## src/rtl/mem_arbiter_if.sv

```systemverilog
// mem_arbiter_if: bundles the CPU port, the DMA port and the RAM-side signals of the memory arbiter.
//   cpu_*/dma_* : req/addr/we/byte/wdata/lock in toward the arbiter; ack/rdata back to the requester
//   mem_*       : addr/we/byte/din toward the RAM; dout is the RAM's combinational read data
//   slave  modport: the arbiter's view
//   master modport: the requesters' and the RAM's view
interface mem_arbiter_if #(
  parameter int AW = 16,
  parameter int DW = 16
);
  logic          cpu_req;
  logic [AW-1:0] cpu_addr;
  logic          cpu_we;
  logic          cpu_byte;
  logic [DW-1:0] cpu_wdata;
  logic          cpu_lock;
  logic          cpu_ack;
  logic [DW-1:0] cpu_rdata;
  logic          dma_req;
  logic [AW-1:0] dma_addr;
  logic          dma_we;
  logic          dma_byte;
  logic [DW-1:0] dma_wdata;
  logic          dma_ack;
  logic [DW-1:0] dma_rdata;
  logic [AW-1:0] mem_addr;
  logic          mem_we;
  logic          mem_byte;
  logic [DW-1:0] mem_din;
  logic [DW-1:0] mem_dout;
  modport slave (
    input  cpu_req, cpu_addr, cpu_we, cpu_byte, cpu_wdata, cpu_lock,
    output cpu_ack, cpu_rdata,
    input  dma_req, dma_addr, dma_we, dma_byte, dma_wdata,
    output dma_ack, dma_rdata,
    output mem_addr, mem_we, mem_byte, mem_din,
    input  mem_dout
  );
  modport master (
    output cpu_req, cpu_addr, cpu_we, cpu_byte, cpu_wdata, cpu_lock,
    input  cpu_ack, cpu_rdata,
    output dma_req, dma_addr, dma_we, dma_byte, dma_wdata,
    input  dma_ack, dma_rdata,
    input  mem_addr, mem_we, mem_byte, mem_din,
    output mem_dout
  );
endinterface

```

## src/rtl/mem_arbiter.sv

```systemverilog
// mem_arbiter: round-robin sharing of one RAM port between the CPU (port 0) and a DMA device (port 1).
//   clk   : clock, all state changes on posedge
//   reset : asynchronous active-high reset; aborts any transfer in flight without an ack
//   bus   : mem_arbiter_if.slave -- both requester handshakes plus the RAM address/control/data lines
// Each transfer is IDLE (arbitrate) -> ACC (RAM access) -> DONE (ack pulse). The CPU may lock the
// bus across a read-modify-write pair, and consecutive DMA grants are capped while the CPU waits.
module mem_arbiter #(
  parameter int AW      = 16,
  parameter int DW      = 16,
  parameter int DMA_MAX = 4
) (
  input  logic          clk,
  input  logic          reset,
  mem_arbiter_if.slave  bus
);
  localparam logic [3:0] DMAX = 4'(DMA_MAX);
  typedef enum logic [2:0] {IDLE, CPU_ACC, DMA_ACC, CPU_DONE, DMA_DONE} state_t;
  state_t        state_q, state_d;
  logic          last_q, last_d;
  logic          locked_q, locked_d;
  logic [3:0]    dcnt_q, dcnt_d;
  logic          cpu_ack_q, cpu_ack_d;
  logic          dma_ack_q, dma_ack_d;
  logic [DW-1:0] cpu_rdata_q, cpu_rdata_d;
  logic [DW-1:0] dma_rdata_q, dma_rdata_d;
  logic [AW-1:0] mem_addr_q, mem_addr_d;
  logic          mem_we_q, mem_we_d;
  logic          mem_byte_q, mem_byte_d;
  logic [DW-1:0] mem_din_q, mem_din_d;
  logic          grant_cpu, grant_dma;
  // The CPU wins when locked, when alone, when the DMA has used up its run, or when it is its turn.
  // A held lock keeps the DMA out even in the IDLE cycle where the lock is being released.
  assign grant_cpu = bus.cpu_req & (locked_q | ~bus.dma_req | (dcnt_q >= DMAX) | last_q);
  assign grant_dma = bus.dma_req & ~grant_cpu & ~locked_q;
  // RAM lines are loaded on the grant edge from the winner's stable inputs, so they are valid for the
  // whole ACC cycle and simply hold their values afterwards; only mem_we is dropped.
  always_comb begin
    state_d     = state_q;
    last_d      = last_q;
    locked_d    = locked_q;
    dcnt_d      = dcnt_q;
    cpu_ack_d   = 1'b0;
    dma_ack_d   = 1'b0;
    cpu_rdata_d = cpu_rdata_q;
    dma_rdata_d = dma_rdata_q;
    mem_addr_d  = mem_addr_q;
    mem_we_d    = 1'b0;
    mem_byte_d  = mem_byte_q;
    mem_din_d   = mem_din_q;
    case (state_q)
      IDLE: begin
        locked_d = locked_q & bus.cpu_req;
        if (grant_cpu) begin
          state_d    = CPU_ACC;
          mem_addr_d = bus.cpu_addr;
          mem_we_d   = bus.cpu_we;
          mem_byte_d = bus.cpu_byte;
          mem_din_d  = bus.cpu_wdata;
        end else if (grant_dma) begin
          state_d    = DMA_ACC;
          mem_addr_d = bus.dma_addr;
          mem_we_d   = bus.dma_we;
          mem_byte_d = bus.dma_byte;
          mem_din_d  = bus.dma_wdata;
        end
      end
      CPU_ACC: begin
        state_d     = CPU_DONE;
        cpu_ack_d   = 1'b1;
        cpu_rdata_d = bus.mem_dout;
        locked_d    = bus.cpu_lock;
      end
      DMA_ACC: begin
        state_d     = DMA_DONE;
        dma_ack_d   = 1'b1;
        dma_rdata_d = bus.mem_dout;
      end
      CPU_DONE: begin
        state_d = IDLE;
        last_d  = 1'b0;
        dcnt_d  = 4'd0;
      end
      DMA_DONE: begin
        state_d  = IDLE;
        last_d   = 1'b1;
        locked_d = 1'b0;
        dcnt_d   = bus.cpu_req ? ((dcnt_q == 4'd15) ? 4'd15 : dcnt_q + 4'd1) : 4'd0;
      end
      default: state_d = IDLE;
    endcase
  end
  always_ff @(posedge clk or posedge reset) begin
    if (reset) begin
      state_q     <= IDLE;
      last_q      <= 1'b1;
      locked_q    <= 1'b0;
      dcnt_q      <= 4'd0;
      cpu_ack_q   <= 1'b0;
      dma_ack_q   <= 1'b0;
      cpu_rdata_q <= '0;
      dma_rdata_q <= '0;
      mem_addr_q  <= '0;
      mem_we_q    <= 1'b0;
      mem_byte_q  <= 1'b0;
      mem_din_q   <= '0;
    end else begin
      state_q     <= state_d;
      last_q      <= last_d;
      locked_q    <= locked_d;
      dcnt_q      <= dcnt_d;
      cpu_ack_q   <= cpu_ack_d;
      dma_ack_q   <= dma_ack_d;
      cpu_rdata_q <= cpu_rdata_d;
      dma_rdata_q <= dma_rdata_d;
      mem_addr_q  <= mem_addr_d;
      mem_we_q    <= mem_we_d;
      mem_byte_q  <= mem_byte_d;
      mem_din_q   <= mem_din_d;
    end
  end
  assign bus.cpu_ack   = cpu_ack_q;
  assign bus.dma_ack   = dma_ack_q;
  assign bus.cpu_rdata = cpu_rdata_q;
  assign bus.dma_rdata = dma_rdata_q;
  assign bus.mem_addr  = mem_addr_q;
  assign bus.mem_we    = mem_we_q;
  assign bus.mem_byte  = mem_byte_q;
  assign bus.mem_din   = mem_din_q;
endmodule
```

## src/flat_wrapper.sv

```systemverilog
// flat-port wrapper written by rule: the top's interface ports become plain ports
module mem_arbiter_flat 
#(
  parameter int AW      = 16,
  parameter int DW      = 16,
  parameter int DMA_MAX = 4
)
  (clk, reset, bus_cpu_req, bus_cpu_addr, bus_cpu_we, bus_cpu_byte, bus_cpu_wdata, bus_cpu_lock, bus_cpu_ack, bus_cpu_rdata, bus_dma_req, bus_dma_addr, bus_dma_we, bus_dma_byte, bus_dma_wdata, bus_dma_ack, bus_dma_rdata, bus_mem_addr, bus_mem_we, bus_mem_byte, bus_mem_din, bus_mem_dout);
  mem_arbiter_if #(.AW(AW), .DW(DW)) bus_i ();
  input  logic clk;
  input  logic reset;
  input wire logic [$bits(bus_i.cpu_req)-1:0] bus_cpu_req;
  input wire logic [$bits(bus_i.cpu_addr)-1:0] bus_cpu_addr;
  input wire logic [$bits(bus_i.cpu_we)-1:0] bus_cpu_we;
  input wire logic [$bits(bus_i.cpu_byte)-1:0] bus_cpu_byte;
  input wire logic [$bits(bus_i.cpu_wdata)-1:0] bus_cpu_wdata;
  input wire logic [$bits(bus_i.cpu_lock)-1:0] bus_cpu_lock;
  output wire logic [$bits(bus_i.cpu_ack)-1:0] bus_cpu_ack;
  output wire logic [$bits(bus_i.cpu_rdata)-1:0] bus_cpu_rdata;
  input wire logic [$bits(bus_i.dma_req)-1:0] bus_dma_req;
  input wire logic [$bits(bus_i.dma_addr)-1:0] bus_dma_addr;
  input wire logic [$bits(bus_i.dma_we)-1:0] bus_dma_we;
  input wire logic [$bits(bus_i.dma_byte)-1:0] bus_dma_byte;
  input wire logic [$bits(bus_i.dma_wdata)-1:0] bus_dma_wdata;
  output wire logic [$bits(bus_i.dma_ack)-1:0] bus_dma_ack;
  output wire logic [$bits(bus_i.dma_rdata)-1:0] bus_dma_rdata;
  output wire logic [$bits(bus_i.mem_addr)-1:0] bus_mem_addr;
  output wire logic [$bits(bus_i.mem_we)-1:0] bus_mem_we;
  output wire logic [$bits(bus_i.mem_byte)-1:0] bus_mem_byte;
  output wire logic [$bits(bus_i.mem_din)-1:0] bus_mem_din;
  input wire logic [$bits(bus_i.mem_dout)-1:0] bus_mem_dout;
  assign bus_i.cpu_req = bus_cpu_req;
  assign bus_i.cpu_addr = bus_cpu_addr;
  assign bus_i.cpu_we = bus_cpu_we;
  assign bus_i.cpu_byte = bus_cpu_byte;
  assign bus_i.cpu_wdata = bus_cpu_wdata;
  assign bus_i.cpu_lock = bus_cpu_lock;
  assign bus_cpu_ack = bus_i.cpu_ack;
  assign bus_cpu_rdata = bus_i.cpu_rdata;
  assign bus_i.dma_req = bus_dma_req;
  assign bus_i.dma_addr = bus_dma_addr;
  assign bus_i.dma_we = bus_dma_we;
  assign bus_i.dma_byte = bus_dma_byte;
  assign bus_i.dma_wdata = bus_dma_wdata;
  assign bus_dma_ack = bus_i.dma_ack;
  assign bus_dma_rdata = bus_i.dma_rdata;
  assign bus_mem_addr = bus_i.mem_addr;
  assign bus_mem_we = bus_i.mem_we;
  assign bus_mem_byte = bus_i.mem_byte;
  assign bus_mem_din = bus_i.mem_din;
  assign bus_i.mem_dout = bus_mem_dout;
  mem_arbiter #(.AW(AW), .DW(DW), .DMA_MAX(DMA_MAX)) u_core (.clk(clk), .reset(reset), .bus(bus_i));
endmodule
```

## config.mk

```make
export PLATFORM = sky130hd
export DESIGN_NAME = mem_arbiter_flat
export DESIGN_NICKNAME = d
export VERILOG_FILES = /design/src/rtl/mem_arbiter_if.sv /design/src/rtl/mem_arbiter.sv /design/src/flat_wrapper.sv
export SDC_FILE = /design/constraint.sdc
export NUM_CORES = 1
export LEC_CHECK = 0
export BUFFER_PORTS_ARGS = -buffer_cell sky130_fd_sc_hd__buf_2
export CAP_MARGIN = 20
export CORE_MARGIN = 5
export CORE_UTILIZATION = 44
export DETAILED_ROUTE_END_ITERATION = 12
export PLACE_DENSITY = 0.77
export SETUP_SLACK_MARGIN = 0.15
export SYNTH_ARGS = -nofsm -noshare
export SYNTH_HDL_FRONTEND = slang
export SYNTH_SLANG_ARGS = --single-unit
```

## constraint.sdc

```tcl
create_clock -name clk -period 1.9 [get_ports clk]
set_input_delay 0.095 -clock clk [delete_from_list [all_inputs] [get_ports clk]]
set_output_delay 0.095 -clock clk [all_outputs]
set_load 0.01 [all_outputs]
```

* Word level (Yosys, flattened, before mapping)
Cells that the tools add are included.
Widths: inputs -> output; s select.
** Word-level totals
- Memory bits (writable) :: 0
- Input port bits :: 89
- Flip-flop bits (word level) :: 77
- Bits in read-only memories :: 0
- Memories kept :: 0
- Bits in latches :: 0
** Operators by class
- $add $sub $neg :: 1
- $mul :: 0
- Equal/unequal tests :: 6
- Divide/modulo/power cells :: 0
- Multiplexer cells :: 19
- Shift operators :: 0
- Bitwise operators :: 10
- Reductions and logical operators :: 5
- Order comparisons :: 1
** Operator list (count)
- $mux 16 :: 4
- $pmux 3 s3 :: 1
- $mux 4 :: 2
- $pmux 4 s2 :: 1
- $mux 1 :: 7
- $eq 3x2->1 const B :: 2
- $mux 3 :: 2
- $add 4x1->4 const B :: 1
- $and 1x1->1 :: 4
- $eq 4x4->1 const B :: 1
- $ge 4x3->1 const B :: 1
- $reduce_bool 2->1 :: 2
- $eq 3x1->1 const B :: 1
- $eq 3x3->1 const B :: 1
- $logic_not 3->1 :: 1
- $ne 3x1->1 const B :: 1
- $not 1->1 :: 3
- $or 1x1->1 :: 3
- $pmux 1 s3 :: 1
- $reduce_bool 3->1 :: 1
- $pmux 1 s2 :: 1
- $reduce_and 2->1 :: 1

* Depth between registers and ports, before layout
Gate-level depths: netlist of the first run.
- Depth after elaboration :: 11
- Mapped depth :: 7

* Worst setup path after synthesis of the first run
Ideal clock, no wire load.
- Path kind :: register to register
- Start :: register u_core.state_q[2]
- End :: register u_core.dma_rdata_q[0], in the netlist u_core.bus.dma_rdata[0]
- Library setup time :: 0.127 ns
- Data required time :: 1.773 ns
- Stages on the path, launching flop included :: 5
- Path buffers :: 2
- Data arrival time :: 1.424 ns
- Path slack :: 0.349 ns
- Cell sequence :: dfrtp_1 -> buf_4 -> nor3_4 -> buf_6 -> mux2_1
** On the way
- Word-level cells in the longest chain between the ends :: 1
** Ends and longest elaborated chain
- start, declared :: line mem_arbiter.sv:18 : state_t state_q, state_d;
- start signal, assigned :: line mem_arbiter.sv:107 : state_q <= state_d;
- $eq 3x2->1 :: line mem_arbiter.sv:50 : case (state_q)
- end signal, assigned :: line mem_arbiter.sv:114 : dma_rdata_q <= dma_rdata_d;
- end, declared :: line mem_arbiter.sv:25 : logic [DW-1:0] dma_rdata_q, dma_rdata_d;
No other way between the ends.
A chain may end at the register's enable or synchronous reset.

* Worst setup path after layout of the first run
- Start :: register u_core.state_q[0]
- End :: register u_core.cpu_rdata_q[13], in the netlist u_core.bus.cpu_rdata[13]
** On the way
- Word-level cells in the longest chain between the ends :: 1
** Ends and longest elaborated chain
- $eq 3x1->1 :: line mem_arbiter.sv:50
- end signal, assigned :: line mem_arbiter.sv:113 : cpu_rdata_q <= cpu_rdata_d;
- end, declared :: line mem_arbiter.sv:24 : logic [DW-1:0] cpu_rdata_q, cpu_rdata_d;
No other way between the ends.

==> reports/results.txt, run 1 <==
Max-cap violations: 0
Maximum fanout along the worst path: 17
Fin Hold WS: 0.0791 ns
Post-route ant nets: 0
Die Wd: 104 um
Total gr overflow: 0
Die ar.: 0.0107 mm^2
CP endpoint: u_core.bus.cpu_rdata[13]
Routed length per instance: 15.2 um
Reg-to-Reg End: u_core.bus.cpu_rdata[13]
Crit start category: flop
Clk sinks: 77
Yosys warns: 0
Final Setup Violations: 0
CP endpoint kind: flop
FF+latch count, synth: 77
Final nets: 673
Vias in the first global route: 3700
Kind of critical path: reg2reg
Setup TNS: 0 ns
Detailed router's first-iteration violation count: 134
RSZ-0062 raised after global routing: false
Pwr Density: 1540 mW/mm^2
TritonCTS clock tree: yes
Critical path origin: u_core.state_q[0]
IO Port Bufs: 156
Final hold vios: 0
WP data required: 2.13 ns
Area Overhead vs Synth: 33.3%
Share of cells above drive strength 1: 0.366
Starting Density: 0.446
Leakage power: 2.37 nW
R2r setup slk: 0.29 ns
Ant. Diodes: 0
Worst R2R Start: u_core.state_q[0]
Crit path max-delay cell type: dfrtp_1
First-pass GRT wire length: 17700 um
Top cell family by delay on the critical path: flip-flops
DP Area: 0.00472 mm^2
Final Cycle Share: 0.845
Max clock buf depth: 2
Average via count per standard cell: 5.33
Maximum vdd drop: 0.603 mV
Minimum clock period: 1.61 ns
Vias post-DR: 3703
HP Class: in2reg
Worst-Margin Slew: 0.688 ns
Final instance area: 0.00514 mm^2
TritonCTS Buffers: 9
Num rows: 34
DRT Wirelength: 10600 um
GRT Total Usage: 0.196
Core area: 0.00864 mm^2
Setup Skew: 0.0102 ns
Syn avg cell area: 9.15 um^2
Worst-Skew Late Latency: 0.34 ns
Post-synth cell types: 31
Critical Path Stages: 3
Post-DP HPWL: 7530 um
Filler cells: 743
Cell area after synthesis: 0.00385 mm^2
# H-tree levels: 3
Worst stage delay on the critical path: 0.60 ns
Final Max Slew Viols: 0
DRC Markers: 0
GP Congestion: 0.758
Slew Limit Headroom: 0.541
F_max: 0.623 GHz
Clock-pin slew on the worst setup and hold paths: 0.08 ns
Syn Nets: 511
Largest net degree at the start of global routing: 67
Arrival time worst endpoint: 1.84 ns
CP Cell Sequence: nor3b_4 -> buf_4 -> mux2_2
Worst path bufs/invs: 1
Initial DRT Pass Iterations: 4
Die Ht: 104 um
Post-Syn Instances: 421
Initial antenna violation count: 0
Clk root buf: clkbuf_8
Ports: 157
R2R cell count: 3
Outcome: finished, final reports clean
Part of the Yosys area used for sequential elements: 0.500
[cell families (layout without fill, tap and decap cells)]
kind of cell    count (synthesis)  after routing  share of synthesized area
flops                          77             77                      0.500
fa+ha+maj                       1              1                    0.00325
simple gates                  155            155                      0.167
compound gates                117            117                      0.182
mux                            32             32                     0.0935
buf+inv                        39            205                     0.0542
[what timing repair did]
item | CTS | global route
resized for setup | 0 | 1
hold buffers | 17 | 0
endpoints found under the setup margin | 0 | 1
hold endpoints to repair | 57 | 0
setup buffers | 0 | 0
[metal layers]
layer	track usage	share of wire	up-vias
li1	-	-	1811
met1	0.252	0.43	1734
met2	0.315	0.48	154
met3	0.0628	0.085	4
met4	0.0600	0.0050	0
met5	0	0	-
[layout make-up]
cell class	count	area, um^2	share of cell area
well taps	108	135	0.0263
repair buffers	186	1080	0.210
inverters	4	18.8	0.00365
clock buffers	10	138	0.0268
clock inverters	5	108	0.0210
flip-flops and latches	77	1930	0.375
multi-input cells	305	1730	0.337
[placed cells by master (no fill, tap or decap), types with 3 or more instances in the layout]
master,synthesis,final
nand2_1,38,38
a21oi_1,39,39
clkbuf_8,0,10
bufinv_16,0,3
dlygate4sd3_1,0,17
buf_2,17,156
a31oi_1,64,64
nor2_1,102,102
dfrtp_1,76,76
buf_4,7,10
mux2_1,9,9
mux2_2,23,23
nor3_1,3,3
o21ai_0,3,3
[how the worst min path moves through the flow]
| stage | slack [ns] | endpoint | cells past startpoint | startpoint |
|---|---|---|---|---|
| 2_1_floorplan | 0.23 | u_core.bus.dma_rdata[0] | 1 | bus_mem_dout[0] |
| 3_3_place_gp | 0.23 | u_core.bus.mem_addr[9] | 2 | reset |
| 3_5_place_dp | 0.24 | u_core.bus.mem_addr[9] | 2 | reset |
| 4_1_cts | 0.06 | u_core.bus.mem_we | 3 | bus_dma_we |
| 5_1_grt | 0.07 | u_core.bus.mem_din[12] | 3 | bus_dma_wdata[12] |
| 6_report | 0.08 | u_core.bus.mem_addr[11] | 3 | bus_dma_addr[11] |
[per-stage QoR]
step | setup WS [ns] | utilization | total power (W) | cells
2_1_floorplan | 0.349 | - | 0.00521 | 421
3_3_place_gp | 0.338 | 0.546 | 0.00630 | 663
3_5_place_dp | 0.318 | 0.546 | 0.00643 | 663
4_1_cts | 0.298 | 0.594 | 0.00798 | 695
5_1_grt | 0.168 | 0.595 | 0.00853 | 695
6_report | 0.294 | 0.595 | 0.00792 | 695
[synth_stat cells]
master     instances  area, um^2
nor2_1           102         383
dfrtp_1           76        1900
a31oi_1           64         400
a21oi_1           39         195
nand2_1           38         143
mux2_2            23         259
buf_2             17        85.1
clkbuf_1           9        33.8
mux2_1             9         101
buf_4              7        52.6
inv_1              3        11.3
nor2b_1            3        18.8
nor3_1             3        15.0
o21a_1             3        22.5
o21ai_0            3        15.0
a22o_1             2        17.5
a32oi_1            2        17.5
buf_6              2        22.5
nand2b_1           2        12.5
nand3_1            2        10.0
nor3_2             2        20.0
a311oi_1           1        8.76
a41oi_1            1        8.76
and3_1             1        6.26
clkinv_1           1        3.75
dfstp_2            1        26.3
ha_1               1        12.5
nor3_4             1        16.3
nor3b_4            1        18.8
o22ai_1            1        6.26
o2bb2ai_1          1        8.76
[power by group]
part           switching, W  internal [W]  total [W]  leakage, nW
clock network      0.000606      0.000909    0.00152        0.123
registers          0.000524       0.00245    0.00297        0.897
logic               0.00186       0.00158    0.00344         1.35
total               0.00299       0.00493    0.00792         2.37
[flip-flops by register name, indices dropped and copies added, names as in the netlist, 3 cells and up]
register / flops
u_core.dcnt_q: 4
u_core.bus.dma_rdata: 16
u_core.state_q: 3
u_core.bus.mem_addr: 16
u_core.bus.cpu_rdata: 16
u_core.bus.mem_din: 16
[tightest hold or removal path, cell delays in order]
cell and delay [ns]:
buf_2 0.09, a21oi_1 0.06, a31oi_1 0.14
Power figures use the tool's default switching activity.
==> run 2: changes to the inputs <==
- clock period: 1.9 -> 1.3 ns (I/O delays scaled with it)
==> run 2 against run 1 <==
Effect of this change:
- the flow now finishes with violations (setup timing)
- hold slack got worse by 0.054 ns
- clock power increased by 16%
- global-route usage increased by 2.9 points
- setup slack got worse by 0.49 ns
- register-to-register slack got worse by 0.49 ns
- sequential share of layout area decreased by 5.8 points
- core utilization increased by 11 points
- combinational power increased by 130%
- cell count increased by 5.8%
- clock-buffer cell count increased by 2
- largest cell class is now multi-input gates
- largest power group unchanged
==> reports/results.txt, run 2 (synthesis gave the netlist of run 1 again) <==
Post-DP HPWL: 7610 um (was 7530 um)
TritonCTS clock tree: yes (unchanged)
Initial antenna violation count: 0 (unchanged)
Die Wd: 104 um (unchanged)
# H-tree levels: 3 (unchanged)
Max clock buf depth: 2 (unchanged)
Total gr overflow: 0 (unchanged)
Core area: 0.00864 mm^2 (unchanged)
Final hold vios: 0 (unchanged)
Commonest non-fill, non-tap cells in the layout: buf_2, nor2_1, dfrtp_1 (unchanged)
Vias in the first global route: 4028 (was 3700)
Die Ht: 104 um (unchanged)
Metal3 WL: 976 um (was 895 um)
Area Overhead vs Synth: 57.8% (was 33.3%)
TritonCTS Buffers: 9 (unchanged)
Setup Skew: 0.0152 ns (was 0.0102 ns)
Die ar.: 0.0107 mm^2 (unchanged)
Non-filler cells in the finished layout: 735 (was 695)
Final instance area: 0.00608 mm^2 (was 0.00514 mm^2)
Worst-Skew Late Latency: 0.34 ns (about the same)
Post-route met1 wirelength: 5300 um (was 4550 um)
Outcome: finished, violations left (was finished, final reports clean)
Average via count per standard cell: 5.53 (was 5.33)
Pwr Density: 2340 mW/mm^2 (was 1540 mW/mm^2)
Commonest non-fill, non-tap cell in the layout: buf_2 (unchanged)
Final Cycle Share: 1.15 (was 0.845)
Leakage power: 2.81 nW (was 2.37 nW)
Setup ws final: -0.194 ns (was 0.294 ns)
WP data required: 1.52 ns (was 2.13 ns)
Inst Count DP: 677 (was 663)
Initial DRT Pass Iterations: 7 (was 4)
First-pass GRT wire length: 20200 um (was 17700 um)
Num rows: 34 (unchanged)
Minimum clock period: 1.49 ns (was 1.61 ns)
Filler cells: 619 (was 743)
Arrival time worst endpoint: 1.72 ns (was 1.84 ns)
Starting Density: 0.446 (unchanged)
Maximum fanout along the worst path: 8 (was 17)
Post-Place Setup Slack: -0.178 ns (was 0.318 ns)
Seq. cell area: 0.00193 mm^2 (about the same)
Final Max Slew Viols: 0 (unchanged)
Clock-pin slew on the worst setup and hold paths: 0.08 ns (about the same)
Worst-Margin Slew: 0.289 ns (was 0.688 ns)
DRT Wirelength: 13000 um (was 10600 um)
Top sig layer: met4 (unchanged)
GRT Total Usage: 0.225 (was 0.196)
GP Congestion: 0.801 (was 0.758)
Clk root buf: clkbuf_8 (unchanged)
Final Setup Violations: 68 (was 0)
DRC Markers: 0 (unchanged)
Routed wl met2: 6580 um (was 5090 um)
Multi-input gate area: 0.00203 mm^2 (was 0.00173 mm^2)
CP endpoint kind: flop (unchanged)
F_max: 0.669 GHz (was 0.623 GHz)
RSZ-0062 raised after global routing: true (was false)
Max-cap violations: 0 (unchanged)
Post-route ant nets: 0 (unchanged)
Crit start category: flop (unchanged)
DP Area: 0.00493 mm^2 (was 0.00472 mm^2)
Ports: 157 (unchanged)
Largest net degree at the start of global routing: 40 (was 67)
Final nets: 712 (was 673)
Slew Limit Headroom: 0.806 (was 0.541)
Ant. Diodes: 0 (unchanged)
Routed length per instance: 17.7 um (was 15.2 um)
Detailed router's first-iteration violation count: 181 (was 134)
HP Class: in2reg (unchanged)
Vias post-DR: 4067 (was 3703)
Kind of critical path: reg2reg (unchanged)
Clk sinks: 77 (unchanged)
Maximum vdd drop: 0.860 mV (was 0.603 mV)
Share of cells above drive strength 1: 0.472 (was 0.366)
IO Port Bufs: 156 (unchanged)
Violated checks: setup timing
## run 2: layout make-up
cell class                      instances  area share
Multi-Input combinational cell        305       0.334
Sequential cell                        77       0.318
Tap cell                              108      0.0222
Inverter                                4     0.00309
Clock inverter                          4     0.00782
Clock buffer                           12      0.0239
Timing Repair Buffer                  225       0.292
## run 2: worst max-delay path, cell delays in order, from the launching register on
cell and delay, ns:
dfrtp_2 0.47, buf_6 0.14, nor3_4 0.14, buf_12 0.15, clkbuf_16 0.16, mux2_4 0.31
## run 2: routing by layer
metal / vias up / track usage
met5: - / 0
li1: 1896 / -
met3: 11 / 0.0498
met4: 0 / 0.0628
met1: 1946 / 0.287
met2: 214 / 0.385
## run 2: stage by stage
stage / hold WS [ns] / total power [W] / util / TNS (ns)
after global placement: 0.159 / 0.00975 / 0.571 / -2.67
final: 0.0254 / 0.0143 / 0.704 / -9.27
after global routing: 0.0284 / 0.0151 / 0.704 / -12.40
after CTS: 0.00908 / 0.0130 / 0.665 / -6.86
after detailed placement: 0.161 / 0.00996 / 0.571 / -5.90
after floorplan: 0.200 / 0.00803 / - / -4.59
## run 2: worst paths after layout
path / from / end / slack, ns / depth (start not counted)
setup / recovery: u_core.state_q[2] / u_core.bus.dma_rdata[6] / -0.19 / 5
hold / removal: bus_dma_addr[3] / u_core.bus.mem_addr[3] / 0.03 / 3
setup reg to reg: u_core.state_q[2] / u_core.bus.dma_rdata[6] / -0.19 / 5
hold reg to reg: u_core.bus.cpu_rdata[1] / u_core.bus.cpu_rdata[1] / 0.51 / 1
max in group asynchronous: reset / u_core.last_q / 0.67 / 4
min in group asynchronous: reset / u_core.bus.mem_addr[2] / 0.35 / 4
## run 2: what timing repair did
action	in CTS	in global routing
hold buffers	17	0
setup endpoints to repair	73	73
resized for setup	45	49
hold endpoints to repair	108	0
pin swaps	18	12
buffers inserted	10	2
gates cloned	8	5
## run 2: where the power goes
part           switching, W  internal, W
Combinational       0.00370      0.00434
Sequential         0.000851      0.00359
Clock              0.000838     0.000936
